`config.mk`:
```
export PLATFORM = sky130hd
export DESIGN_NAME = interrupt_controller
export DESIGN_NICKNAME = d
export VERILOG_FILES = /design/src/rtl/interrupt_controller.sv
export SDC_FILE = /design/constraint.sdc
export NUM_CORES = 1
export LEC_CHECK = 0
export ABC_AREA = 1
export CAP_MARGIN = 20
export CELL_PAD_IN_SITES_DETAIL_PLACEMENT = 0
export CELL_PAD_IN_SITES_GLOBAL_PLACEMENT = 1
export CORE_AREA = 4 4 73 82
export CTS_CLUSTER_DIAMETER = 30
export DETAILED_ROUTE_END_ITERATION = 8
export DIE_AREA = 0 0 77 86
export GPL_TIMING_DRIVEN = 0
export HOLD_SLACK_MARGIN = 0.06
export PLACE_DENSITY = 0.81
export SLEW_MARGIN = 10
export SYNTH_ARGS = -nofsm -noshare
export SYNTH_HDL_FRONTEND = slang
export SYNTH_SLANG_ARGS = --single-unit
```
`constraint.sdc`:
```
create_clock -name clock -period 1.3 [get_ports clock]
set_clock_uncertainty 0.05 [all_clocks]
set_input_delay 0.13 -clock clock [delete_from_list [all_inputs] [get_ports clock]]
set_output_delay 0.13 -clock clock [all_outputs]
set_load 0.1 [all_outputs]
```
`src/rtl/interrupt_controller.sv`:
```
// -----------------------------------------------------------------------------
// interrupt_controller
//
// Prioritised interrupt controller sitting between the CTC timer/counter
// outputs (plus other peripheral sources) and the CPU's single interrupt
// input. Source events are latched into a pending register. A software mask
// is applied, and a fixed priority picks the winner (source 0 highest). One
// request with its source ID goes to the CPU. In-service state is tracked
// with nesting until the CPU writes an EOI.
//
// Ports:
//   clock          system clock, all logic on posedge
//   reset          asynchronous, active-high reset
//   irq_n          active-low interrupt sources (bit0=CTC0, bit1=CTC1)
//   intCtrl        chip select for register access
//   read_enable    register read strobe (wins over write_enable)
//   write_enable   register write strobe
//   address        register select: 0 pending/W1C, 2 mask, 4 in-service,
//                  6 status/EOI
//   write_data_in  write data from CPU
//   read_data_out  registered read data, holds until the next read
//   int_req        interrupt request to CPU, active-high
//   int_id         index of the requested source, valid while int_req=1
//   int_ack        one-cycle CPU acknowledge of the presented request
// -----------------------------------------------------------------------------
module interrupt_controller #(
    parameter int                 N_SRC     = 6,
    parameter logic [N_SRC-1:0]   EDGE_MASK = 6'b000011
) (
    input  logic              clock,
    input  logic              reset,
    input  logic [N_SRC-1:0]  irq_n,
    input  logic              intCtrl,
    input  logic              read_enable,
    input  logic              write_enable,
    input  logic [2:0]        address,
    input  logic [15:0]       write_data_in,
    output logic [15:0]       read_data_out,
    output logic              int_req,
    output logic [2:0]        int_id,
    input  logic              int_ack
);

    localparam logic [2:0] ADDR_PEND   = 3'd0;
    localparam logic [2:0] ADDR_MASK   = 3'd2;
    localparam logic [2:0] ADDR_INSERV = 3'd4;
    localparam logic [2:0] ADDR_STATUS = 3'd6;

    typedef enum logic {
        ST_IDLE = 1'b0,
        ST_REQ  = 1'b1
    } state_t;

    // Index of the lowest set bit (the highest-priority source); 0 if none.
    function automatic logic [2:0] f_lowest_idx(input logic [N_SRC-1:0] v);
        logic [2:0] idx;
        idx = 3'd0;
        for (int i = N_SRC - 1; i >= 0; i--) begin
            if (v[i]) begin
                idx = 3'(i);
            end else begin
                idx = idx;
            end
        end
        return idx;
    endfunction

    // One-hot of the lowest set bit; all zero if none.
    function automatic logic [N_SRC-1:0] f_lowest_onehot(input logic [N_SRC-1:0] v);
        logic [N_SRC-1:0] oh;
        logic             seen;
        oh   = {N_SRC{1'b0}};
        seen = 1'b0;
        for (int i = 0; i < N_SRC; i++) begin
            oh[i] = v[i] & ~seen;
            seen  = seen | v[i];
        end
        return oh;
    endfunction

    // Nesting window: bit i is 1 when no in-service bit exists at index <= i,
    // i.e. only sources of strictly higher priority than the active one.
    function automatic logic [N_SRC-1:0] f_prio_window(input logic [N_SRC-1:0] isv);
        logic [N_SRC-1:0] win;
        logic             seen;
        win  = {N_SRC{1'b0}};
        seen = 1'b0;
        for (int i = 0; i < N_SRC; i++) begin
            seen   = seen | isv[i];
            win[i] = ~seen;
        end
        return win;
    endfunction

    // Zero-extend a source vector onto the 16-bit data bus.
    function automatic logic [15:0] f_ext(input logic [N_SRC-1:0] v);
        logic [15:0] r;
        r             = 16'h0000;
        r[N_SRC-1:0]  = v;
        return r;
    endfunction

    state_t             r_state;
    logic [N_SRC-1:0]   r_pending;
    logic [N_SRC-1:0]   r_mask;
    logic [N_SRC-1:0]   r_in_service;
    logic [N_SRC-1:0]   r_irq_hist;
    logic               r_int_req;
    logic [2:0]         r_int_id;
    logic [15:0]        r_read_data;

    state_t             w_next_state;
    logic               w_next_req;
    logic [2:0]         w_next_id;
    logic               w_ack;
    logic               w_rd_en;
    logic               w_wr_en;
    logic [N_SRC-1:0]   w_event;
    logic [N_SRC-1:0]   w_eligible;
    logic [N_SRC-1:0]   w_w1c;
    logic [N_SRC-1:0]   w_ack_onehot;
    logic [N_SRC-1:0]   w_eoi_clr;
    logic [N_SRC-1:0]   w_pending_next;
    logic [N_SRC-1:0]   w_in_service_next;
    logic               w_unused;

    assign w_unused = ^write_data_in[15:N_SRC];

    assign read_data_out = r_read_data;
    assign int_req       = r_int_req;
    assign int_id        = r_int_id;

    // Bus decode, event detection, eligibility and next pending/in-service.
    always_comb begin
        w_rd_en = intCtrl & read_enable;
        w_wr_en = intCtrl & write_enable & ~read_enable;

        // Edge sources: previous sample 1, current 0. Level sources: low now.
        w_event    = (EDGE_MASK & r_irq_hist & ~irq_n) | (~EDGE_MASK & ~irq_n);
        w_eligible = r_pending & r_mask & f_prio_window(r_in_service);

        if (w_wr_en && (address == ADDR_PEND)) begin
            w_w1c = write_data_in[N_SRC-1:0];
        end else begin
            w_w1c = {N_SRC{1'b0}};
        end

        if (w_wr_en && (address == ADDR_STATUS)) begin
            w_eoi_clr = f_lowest_onehot(r_in_service);
        end else begin
            w_eoi_clr = {N_SRC{1'b0}};
        end

        for (int i = 0; i < N_SRC; i++) begin
            w_ack_onehot[i] = w_ack & (r_int_id == 3'(i));
        end

        // A new event beats a same-cycle ack clear or W1C on that bit.
        w_pending_next    = (r_pending & ~w_w1c & ~w_ack_onehot) | w_event;
        // EOI removes the active level before the ack adds the new one.
        w_in_service_next = (r_in_service & ~w_eoi_clr) | w_ack_onehot;
    end

    // Request FSM next-state and next registered outputs.
    always_comb begin
        w_next_state = r_state;
        w_next_req   = 1'b0;
        w_next_id    = r_int_id;
        w_ack        = 1'b0;
        case (r_state)
            ST_IDLE: begin
                if (w_eligible != {N_SRC{1'b0}}) begin
                    w_next_state = ST_REQ;
                    w_next_req   = 1'b1;
                    w_next_id    = f_lowest_idx(w_eligible);
                end else begin
                    w_next_state = ST_IDLE;
                end
            end
            ST_REQ: begin
                if (int_ack) begin
                    // Ack applies to the ID the CPU was shown this cycle.
                    w_ack        = 1'b1;
                    w_next_state = ST_IDLE;
                end else if (w_eligible != {N_SRC{1'b0}}) begin
                    w_next_state = ST_REQ;
                    w_next_req   = 1'b1;
                    w_next_id    = f_lowest_idx(w_eligible);
                end else begin
                    w_next_state = ST_IDLE;
                end
            end
            default: begin
                w_next_state = ST_IDLE;
            end
        endcase
    end

    // FSM state register and registered request outputs.
    always_ff @(posedge clock or posedge reset) begin
        if (reset) begin
            r_state   <= ST_IDLE;
            r_int_req <= 1'b0;
            r_int_id  <= 3'd0;
        end else begin
            r_state   <= w_next_state;
            r_int_req <= w_next_req;
            r_int_id  <= w_next_id;
        end
    end

    // Pending, mask, in-service and source history registers.
    always_ff @(posedge clock or posedge reset) begin
        if (reset) begin
            r_pending    <= {N_SRC{1'b0}};
            r_mask       <= {N_SRC{1'b0}};
            r_in_service <= {N_SRC{1'b0}};
            r_irq_hist   <= {N_SRC{1'b1}};
        end else begin
            r_pending    <= w_pending_next;
            r_in_service <= w_in_service_next;
            r_irq_hist   <= irq_n;
            if (w_wr_en && (address == ADDR_MASK)) begin
                r_mask <= write_data_in[N_SRC-1:0];
            end else begin
                r_mask <= r_mask;
            end
        end
    end

    // Registered read data, captured on the read strobe and held otherwise.
    always_ff @(posedge clock or posedge reset) begin
        if (reset) begin
            r_read_data <= 16'h0000;
        end else if (w_rd_en) begin
            case (address)
                ADDR_PEND:   r_read_data <= f_ext(r_pending);
                ADDR_MASK:   r_read_data <= f_ext(r_mask);
                ADDR_INSERV: r_read_data <= f_ext(r_in_service);
                ADDR_STATUS: r_read_data <= {r_int_req, 12'h000, r_int_id};
                default:     r_read_data <= 16'h0000;
            endcase
        end else begin
            r_read_data <= r_read_data;
        end
    end

endmodule
```
Yosys cells after proc, flatten, opt, wreduce, memory -nomap -nowiden
Cells that the tools add are included.

Bits in registers: 40. Input port bits: 31. Output and inout port bits: 20.

Eq/ne operators: 9. Muxes and demuxes: 17. Bitwise logic cells: 40. Reduce and logical (&&, ||, !) cells: 6.

Operators with widths (count): 16-bit one-hot mux with 4 select lines (1); 6-bit AND (5); 3-bit two-way mux (8); 6-bit inverter (4); 6-bit OR (3); 1-bit AND (14); 3-bit == test (second input constant) (4); 6-bit two-way mux (2); 3-bit by 2-bit == test with 1-bit output (second input constant) (3); 1-bit inverter (8); 2-bit by 6-bit AND with 6-bit output (1); 3-bit zero test (2); 3-bit one-hot mux with 2 select lines (1); 6-bit nonzero test (1); 1-bit OR (5); 1-bit two-way mux (4); 3-bit by 1-bit == test with 1-bit output (second input constant) (1); 1-bit logical AND (3); 2-bit != test (second input constant) (1); 1-bit one-hot mux with 2 select lines (1).

Longest topological paths before layout
Gate-level depths: netlist (run 1).

Word-level depth: 16. Depth in mapped cells: 9.

Least setup slack after synthesis (run 1)
No wires, ideal clock.

Path type: flip-flop to flip-flop. Start: reg, netlist name int_req. End: reg r_pending[1]. Library setup time: 127 ps. Arrival time: 1686 ps. Required time: 1123 ps. Setup slack: -562 ps. Stages on the path, launching flop included: 8. Clock period less this slack: 1862 ps. Cell sequence: dfrtp_1 > nand2_1 > inv_1 > nand2_1 > inv_1 > nand3_1 > o211ai_1 > o21ai_1.

RTL lines: end signal: assignment (RTL line 215) `r_pending <= {N_SRC{1'b0}};`; end signal: assignment (RTL line 220) `r_pending <= w_pending_next;`; end: declaration (RTL line 104) `logic [N_SRC-1:0] r_pending;`.

Final worst setup path (run 1)
Start: reg r_in_service[0]. End: reg r_int_id[0] (netlist: int_id[0]).

Word-level cells in the longest chain between the ends: 16. Elaborated cells between the ends (all ways): 22. Classes of those cells: mux (9); bitwise (12); reduce/logical (1).

RTL lines: start: declaration (RTL line 106) `logic [N_SRC-1:0] r_in_service;`; start signal: assignment (RTL line 217) `r_in_service <= {N_SRC{1'b0}};`; start signal: assignment (RTL line 221) `r_in_service <= w_in_service_next;`; 1-bit OR (4 in series) (RTL line 89) `seen = seen | isv[i];`; 1-bit OR; 1-bit inverter (RTL line 90) `win[i] = ~seen;`; 6-bit AND * (RTL line 140) `w_eligible = r_pending & r_mask & f_prio_window(r_in_service);`; 3-bit two-way mux (6 in series) (RTL line 59) `if (v[i]) begin`; 3-bit two-way mux * (RTL line 172, 185); 3-bit two-way mux (RTL line 181) `if (int_ack) begin`; 3-bit one-hot mux with 2 select lines * (RTL line 170) `case (r_state)`; end signal: assignment (RTL line 208) `r_int_id <= w_next_id;`; end: declaration (RTL line 109) `logic [2:0] r_int_id;`.

Every way passes the cells marked *; elsewhere a longest branch is shown, timed or not. The select of a mux whose other input is x is not followed. A chain may end at the register's enable or synchronous reset.

==> results.py, run 1 <==
metrics = {
    "flow_run": {
        "max_cap_violations": 0,
    },
    "clocking": {
        "insertion_delay_ns": 0.28,
        "cts_sinks": 31,
        "htree_levels": 2,
        "cts_tree": "done",
        "postCtsHoldBufs": 0,
        "cts_root_buf": "clkbuf_8",
        "cts_max_path_buffers": 2,
        "clk_pin_slew_ns": 0.06,
        "cts_buffers": 5,
    },
    "layout": {
        "nNetsFinal": 287,
        "fin_util": 0.434,
        "layout-drive-gt1-share": 0.272,
        "antenna_cells": 0,
        "area_growth_pct": 37.6,
    },
    "global_route": {
        "grtUsageMet2": 0.199,
        "antenna_found_initial": 0,
        "grt_max_degree": 17,
        "use_met3": 0.0378,
        "grt.busiest_layer": "met2",
        "met1_usage": 0.168,
        "grt_pass1_wl_um": 6670,
        "grt_pass1_vias": 1429,
        "grt_usage": 0.128,
        "grt_overflow": 0,
    },
    "power_and_ir_drop": {
        "vdd_ir_drop_max_mv": 0.720,
        "p_per_area_mw_per_mm2": 1600,
        "leakage_nw": 1.13,
    },
    "route": {
        "ant_nets": 0,
        "via_per_inst": 4.51,
        "vias": 1430,
        "drt-pass1-iter-count": 4,
        "drt-wirelength-per-cell_um": 12.3,
        "drt_iter0_markers": 110,
        "drc": 0,
        "wirelength_um": 3890,
    },
    "placement": {
        "hpwl_um": 2990,
        "dpl_worst_slack_ns": -0.543,
        "place_congestion": 0.819,
        "numPortBuffers": 31,
    },
    "die": {
        "die_area_mm2": 0.00662,
        "die_x_um": 77,
        "io_pins": 51,
        "fp-row-count": 28,
        "initial_core_util": 0.315,
        "core_mm2": 0.00522,
        "die_h_um": 86,
    },
    "yosys": {
        "synth_cells": 202,
        "syn_area_mm2": 0.00165,
        "ys_types": 23,
        "syn_avg_cell_area_um2": 8.15,
        "yosysSeqAreaShare": 0.473,
        "yosys_warnings": 0,
        "ys_seq_elements": 31,
    },
    "timing": {
        "finalCritPeriodShare": 1.02,
        "hold_violations": 0,
        "max_slew_margin": 0.532,
        "fmax_mhz": 751,
        "setup_violations": 2,
        "tightest_slew_ns": 0.702,
        "tns_ns": -0.0444,
        "setup_slack_ns": -0.0308,
        "fin_crit_ns": 1.33,
        "finalMaxSlewViolations": 0,
        "rsz0062_at_grt": "yes",
    },
    "critical_path": {
        "rrSetupSlack_ns": -0.03,
        "crit_arrival_ns": 1.49,
        "critPathLaunch": "r_in_service[0]$_DFF_PP0_",
        "path_cells": "nor2_4, nand4_1, nand3_1, nand2_2, nand2_2, nand3_1, nand2_1",
        "required_ns": 1.46,
        "worstSetupPathType": "reg2reg",
        "cp-start-kind": "register",
        "cp-end-kind": "register",
        "crit_slowest_cell": "dfrtp_2",
        "cpPeakStageDelay_ns": 0.44,
        "r2r_start": "r_in_service[0]$_DFF_PP0_",
        "critPathMaxFanout": 4,
    },
    "run_status": {
        "status": "finished, violations left",
        "violations": "setup timing",
    },
    "worst_hold_path": {
        "hold_path_class": "in2async",
    },
}
==> path summary, 6_finish.rpt <==
check,depth (start not counted),to
setup / recovery,7,int_id[0]$_DFFE_PP0P_
hold / removal,2,r_in_service[5]$_DFF_PP0_
setup reg to reg,7,int_id[0]$_DFFE_PP0P_
hold reg to reg,2,read_data_out[0]$_DFFE_PP0P_
max in group asynchronous,3,r_irq_hist[0]$_DFF_PP1_
min in group clock,1,r_irq_hist[0]$_DFF_PP1_
==> layer usage <==
metal | part of all wire | vias to the layer above | routed length, um
met4 | 0.016 | 0 | 64
li1 | - | 739 | -
met1 | 0.47 | 637 | 1830
met3 | 0.070 | 7 | 273
met5 | 0 | - | 0
met2 | 0.44 | 47 | 1720
==> stage by stage <==
| stage | std cells | power, W | hold slack [ns] | cell area (um2) |
|---|---|---|---|---|
| after CTS | 315 | 0.00361 | 0.229 | 2230 |
| after global placement | 301 | 0.00272 | 0.413 | 2080 |
| after global routing | 317 | 0.00385 | 0.225 | 2260 |
| after floorplan | 210 | 0.00238 | 0.0845 | 1700 |
| final | 317 | 0.00363 | 0.214 | 2260 |
| after detailed placement | 302 | 0.00275 | 0.415 | 2110 |
==> kinds of logic after synthesis <==
| kind of cell | synth area share |
|---|---|
| AOI/OAI and AO/OA | 0.104 |
| other | 0.00228 |
| buffers and inverters | 0.109 |
| DFF | 0.473 |
| and+or+nand+nor | 0.311 |
==> registers in the layout, summed over array words and instances, names as in the netlist <==
signal / count
read_data_out: 7
r_in_service: 6
r_mask: 6
r_pending: 6
int_id: 3
r_irq_hist: 2
int_req: 1
==> placed cells by master (no fill, tap or decap), types with 2 or more instances in the layout <==
cell and instances:
o21bai_1 4, nand2_1 65, nand2_2 6, nand3_1 11
clkdlybuf4s50_1 17, buf_2 6, o211ai_1 2, nand4_1 6
inv_1 25, dfstp_2 2, dlygate4sd2_1 2, buf_4 20
o21ai_2 6, nor2_1 4, nor3_1 2, nor2_4 2
nor3_4 4, dfrtp_1 24, conb_1 9, nor2_2 2
inv_2 2, clkbuf_8 7, o21ai_1 13, dfrtp_4 4
==> worst max-delay path, delay by kind of cell (launching register included) <==
| family | cells | cell delay (ns) |
|---|---|---|
| flip-flops | 1 | 0.44 |
| AND/OR/NAND/NOR | 7 | 0.77 |
==> timing repair <==
item,CTS,global route
setup endpoints to repair,38,13
pin swaps,5,3
endpoints found under the hold margin,0,0
gates resized for setup,68,5
setup buffers,5,2
==> cell usage after synthesis <==
library cell | count | share of area
a21oi_2 | 1 | 0.0053
buf_4 | 9 | 0.041
buf_6 | 1 | 0.0068
conb_1 | 1 | 0.0023
dfrtp_1 | 29 | 0.44
dfstp_2 | 2 | 0.032
inv_1 | 26 | 0.059
inv_2 | 1 | 0.0023
nand2_1 | 68 | 0.16
nand2_2 | 4 | 0.015
nand3_1 | 11 | 0.033
nand4_1 | 6 | 0.023
nand4_2 | 1 | 0.0076
nor2_1 | 6 | 0.014
nor2_2 | 2 | 0.0076
nor3_1 | 2 | 0.0061
nor3_2 | 2 | 0.012
nor3_4 | 3 | 0.030
nor4_1 | 2 | 0.0076
o211ai_1 | 2 | 0.0091
o21ai_1 | 13 | 0.040
o21ai_2 | 6 | 0.032
o21bai_1 | 4 | 0.018
==> power breakdown <==
group / total [W] / switching [W] / internal, W
clock: 0.000824 / 0.000342 / 0.000483
combinational: 0.00144 / 0.00106 / 0.000381
sequential: 0.00136 / 0.000187 / 0.00117
==> layout make-up <==
| type | count | area (um2) |
|---|---|---|
| clock buffer | 8 | 100 |
| fill | 542 | 2960 |
| timing repair buffer | 39 | 348 |
| inverter | 27 | 101 |
| sequential | 31 | 795 |
| multi-input combinational | 142 | 766 |
| buffer | 10 | 78.8 |
| tap | 60 | 75.1 |
Power figures use the tool's default switching activity.
==> run 2: changes to the inputs <==
Settings changed: SLEW_MARGIN 10 to 20.
==> results.py, run 2 (same netlist as run 1, synthesis figures left out) <==
metrics = {
    "run_status": {
        "status": "finished, violations left",
        "violations": "setup timing",
    },
    "die": {
        "io_pins": 51,
        "core_mm2": 0.00522,
        "die_x_um": 77,
        "die_h_um": 86,
        "initial_core_util": 0.315,
        "fp-row-count": 28,
        "die_area_mm2": 0.00662,
    },
    "layout": {
        "register_area_um2": 795,
        "fillers": 543,
        "layout-drive-gt1-share": 0.268,
        "final_common_cell": "nand2_1",
        "antenna_cells": 0,
        "fin_util": 0.423,
        "area_growth_pct": 34.1,
        "multi_input_comb_area_um2": 772,
        "largest_register_ffs": 7,
        "nNetsFinal": 284,
        "final_cell_mix": "65 x nand2_1, 24 x inv_1, 24 x dfrtp_1",
    },
    "global_route": {
        "grt_usage": 0.127,
        "grt_overflow": 0,
        "grt_max_degree": 32,
        "antenna_found_initial": 0,
        "grt_pass1_wl_um": 6600,
        "grt_pass1_vias": 1377,
    },
    "route": {
        "wirelength_um": 3800,
        "via_per_inst": 4.49,
        "drt_iter0_markers": 100,
        "drt-pass1-iter-count": 4,
        "vias": 1411,
        "drt-wirelength-per-cell_um": 12.1,
        "drc": 0,
        "ant_nets": 0,
    },
    "clocking": {
        "cts_buffers": 5,
        "cts_sinks": 31,
        "cts_max_path_buffers": 2,
        "clk_pin_slew_ns": 0.07,
        "cts_tree": "done",
        "htree_levels": 2,
        "insertion_delay_ns": 0.28,
        "cts_root_buf": "clkbuf_8",
    },
    "critical_path": {
        "cp-end-kind": "register",
        "r2r_start": "r_in_service[0]$_DFF_PP0_",
        "crit_arrival_ns": 1.50,
        "critPathLaunch": "r_in_service[0]$_DFF_PP0_",
        "cp-start-kind": "register",
        "critPathMaxFanout": 4,
        "worstSetupPathType": "reg2reg",
        "required_ns": 1.46,
    },
    "power_and_ir_drop": {
        "p_per_area_mw_per_mm2": 1580,
        "vdd_ir_drop_max_mv": 0.793,
        "leakage_nw": 1.10,
    },
    "timing": {
        "setup_violations": 2,
        "tightest_slew_ns": 0.639,
        "setup_slack_ns": -0.0378,
        "finalMaxSlewViolations": 0,
        "fmax_mhz": 747,
        "fin_crit_ns": 1.34,
        "rsz0062_at_grt": "yes",
        "max_slew_margin": 0.573,
        "fin_hold_ws_ns": 0.197,
        "finalCritPeriodShare": 1.03,
        "hold_violations": 0,
    },
    "placement": {
        "numPortBuffers": 31,
        "place_congestion": 0.819,
        "hpwl_um": 2900,
    },
    "worst_hold_path": {
        "hold_path_class": "in2async",
    },
    "flow_run": {
        "max_cap_violations": 0,
    },
}
-- run 2: timing repair --
action | 4_1_cts | 5_1_grt
buffers inserted | 4 | 1
endpoints found under the setup margin | 39 | 16
hold endpoints to repair | 0 | 0
hold buffers | 0 | 0
pin swaps | 8 | 6
resized for setup | 68 | 5
-- run 2: layer usage --
layer / vias to the layer above / track usage / share of wire
met5: - / 0 / 0
met4: 0 / 0.0615 / 0.014
met3: 5 / 0.0420 / 0.093
met2: 58 / 0.195 / 0.44
met1: 610 / 0.162 / 0.45
li1: 738 / - / -
-- run 2: cell type report --
cell class	count	share of cell area
sequential	31	0.360
multi-input combinational	142	0.350
timing repair buffer	36	0.137
inverter	27	0.0459
buffer	10	0.0357
clock buffer	7	0.0346
tap	60	0.0340
clock inverter	1	0.00227
-- run 2: path summary, 6_finish.rpt --
check | cells past startpoint | slack, ns | endpoint
worst max-delay path | 7 | -0.04 | int_id[0]$_DFFE_PP0P_
worst min-delay path | 2 | 0.20 | read_data_out[4]$_DFFE_PP0P_
worst max register to register | 7 | -0.04 | int_id[0]$_DFFE_PP0P_
worst min register to register | 2 | 0.42 | read_data_out[0]$_DFFE_PP0P_
max in group asynchronous | 2 | 0.52 | int_id[0]$_DFFE_PP0P_
min in group clock | 1 | 0.23 | r_irq_hist[1]$_DFF_PP1_
-- run 2: through the flow --
| stage | setup slack, ns | instance area, um2 | TNS (ns) | cells | power [W] |
|---|---|---|---|---|---|
| after floorplan | -0.00977 | 1700 | -0.0166 | 210 | 0.00238 |
| after global routing | -0.134 | 2210 | -0.329 | 314 | 0.00370 |
| after detailed placement | -0.531 | 2080 | -14.04 | 301 | 0.00274 |
| after CTS | -0.0230 | 2180 | -0.0397 | 313 | 0.00346 |
| after global placement | -0.495 | 2080 | -24.02 | 301 | 0.00272 |
| final | -0.0378 | 2210 | -0.0635 | 314 | 0.00348 |
-- run 2: worst max-delay path: stages, from the launching register on --
cell,delay (ns)
dfrtp_2,0.44
nor2_4,0.18
nand4_1,0.19
nand3_1,0.13
nand2_2,0.09
nand2_4,0.08
nand3_2,0.05
nand2_1,0.05
-- run 2: where the power goes --
part,internal [W],switching (W)
registers,0.00117,0.000183
logic,0.000346,0.00106
clock network,0.000375,0.000345
==> run 3: changes to the inputs <==
Settings changed: TNS_END_PERCENT set to 30.
==> results.py, run 3 (same netlist as run 1, synthesis figures left out) <==
metrics = {
    "timing": {
        "max_slew_margin": 0.573,
        "fin_crit_ns": 1.35,
        "setup_violations": 2,
        "finalMaxSlewViolations": 0,
        "hold_violations": 0,
        "tightest_slew_ns": 0.640,
        "fmax_mhz": 739,
        "setup_slack_ns": -0.0540,
        "rsz0062_at_grt": "yes",
        "finalCritPeriodShare": 1.04,
        "tns_ns": -0.0979,
    },
    "power_and_ir_drop": {
        "vdd_ir_drop_max_mv": 0.798,
        "power_w": 0.00349,
        "leakage_nw": 1.10,
        "p_per_area_mw_per_mm2": 1580,
    },
    "layout": {
        "final_cell_mix": "65 x nand2_1, 24 x inv_1, 24 x dfrtp_1",
        "area_growth_pct": 34.4,
        "nNetsFinal": 285,
        "final_area_mm2": 0.00221,
        "fin_cells": 315,
        "final_common_cell": "nand2_1",
        "largest_register_ffs": 7,
        "antenna_cells": 0,
        "layout-drive-gt1-share": 0.271,
    },
    "route": {
        "drt_iter0_markers": 90,
        "wl_met1_um": 1720,
        "drt-wirelength-per-cell_um": 12.1,
        "drc": 0,
        "drt-pass1-iter-count": 6,
        "ant_nets": 0,
        "top_layer": "met4",
        "via_per_inst": 4.50,
        "wl_met3_um": 348,
        "vias": 1417,
        "wirelength_um": 3810,
        "wl_met2_um": 1680,
    },
    "placement": {
        "placedCellCount": 301,
        "hpwl_um": 2900,
        "place_congestion": 0.819,
        "numPortBuffers": 31,
        "place_area_mm2": 0.00208,
    },
    "critical_path": {
        "crit_arrival_ns": 1.47,
        "worstSetupPathType": "reg2reg",
        "cp-end-kind": "register",
        "cp-start-kind": "register",
        "critPathMaxFanout": 5,
        "required_ns": 1.42,
    },
    "die": {
        "core_mm2": 0.00522,
        "io_pins": 51,
        "fp-row-count": 28,
        "die_x_um": 77,
        "die_area_mm2": 0.00662,
        "initial_core_util": 0.315,
        "die_h_um": 86,
    },
    "clocking": {
        "cts_root_buf": "clkbuf_8",
        "cts_tree": "done",
        "cts_sinks": 31,
        "insertion_delay_ns": 0.28,
        "cts_max_path_buffers": 2,
        "clk_pin_slew_ns": 0.07,
        "cts_buffers": 5,
        "htree_levels": 2,
    },
    "worst_hold_path": {
        "hold_path_class": "in2async",
    },
    "global_route": {
        "grt_usage": 0.127,
        "grt_pass1_wl_um": 6580,
        "grt_max_degree": 32,
        "grt_pass1_vias": 1368,
        "antenna_found_initial": 0,
        "grt_overflow": 0,
    },
    "run_status": {
        "violations": "setup timing",
        "status": "finished, violations left",
    },
    "flow_run": {
        "max_cap_violations": 0,
    },
}
==> run 3: changes by cell type in the layout (fill, tap and decap cells not counted) <==
| cell | previous run | this run |
|---|---|---|
| nor2_1 | 5 | 4 |
| nor2_2 | 2 | 3 |
| o21ai_2 | 7 | 6 |
| buf_4 | 18 | 19 |
| o21ai_1 | 12 | 13 |
==> run 3: final timing paths <==
check	cells past startpoint	slack [ns]	start	endpoint
worst max register to register	7	-0.05	r_in_service[0]$_DFF_PP0_	int_id[0]$_DFFE_PP0P_
min in group clock	1	0.23	irq_n[1]	r_irq_hist[1]$_DFF_PP1_
worst min register to register	2	0.42	read_data_out[0]$_DFFE_PP0P_	read_data_out[0]$_DFFE_PP0P_
max in group asynchronous	2	0.52	reset	int_id[1]$_DFFE_PP0P_
worst min-delay path	2	0.20	reset	read_data_out[4]$_DFFE_PP0P_
worst max-delay path	7	-0.05	r_in_service[0]$_DFF_PP0_	int_id[0]$_DFFE_PP0P_
==> run 3: final cells by class <==
type	instances	area, um2
multi-input cells	142	771
clock inverters	1	5.00
well taps	60	75.1
repair buffers	37	310
fillers	542	3010
flip-flops and latches	31	795
plain buffers	10	78.8
clock buffers	7	76.3
inverters	27	101
==> run 3: power breakdown <==
part           switching (W)  total, W  internal (W)
Clock               0.000347  0.000722      0.000375
Sequential          0.000189   0.00136       0.00117
Combinational        0.00106   0.00140      0.000347
==> run 3: metrics by stage <==
| step | setup slack, ns | hold WS [ns] | utilization |
|---|---|---|---|
| floorplan | -0.00977 | 0.0845 | - |
| global placement | -0.495 | 0.413 | 0.399 |
| detailed placement | -0.531 | 0.417 | 0.399 |
| CTS | -0.0159 | 0.226 | 0.416 |
| global route | -0.131 | 0.229 | 0.424 |
| finish | -0.0540 | 0.197 | 0.424 |
==> run 3: per-layer routing <==
metal | global-route usage | up-vias
met1 | 0.162 | 616
met2 | 0.193 | 60
met3 | 0.0420 | 6
met4 | 0.0615 | 0
met5 | 0 | -
li1 | - | 735
==> run 3: worst max-delay path, stage by stage (launching register included) <==
cell	delay (ns)
dfrtp_2	0.44
nor2_4	0.19
nand4_1	0.17
buf_4	0.18
nand2_1	0.06
nand2_1	0.06
nand3_2	0.05
nand2_1	0.04
==> run 3: repair_timing <==
item,CTS,global route
pin swaps,5,5
gates resized for setup,67,6
setup buffers,4,2
hold buffers,0,0
endpoints found under the setup margin,39,16
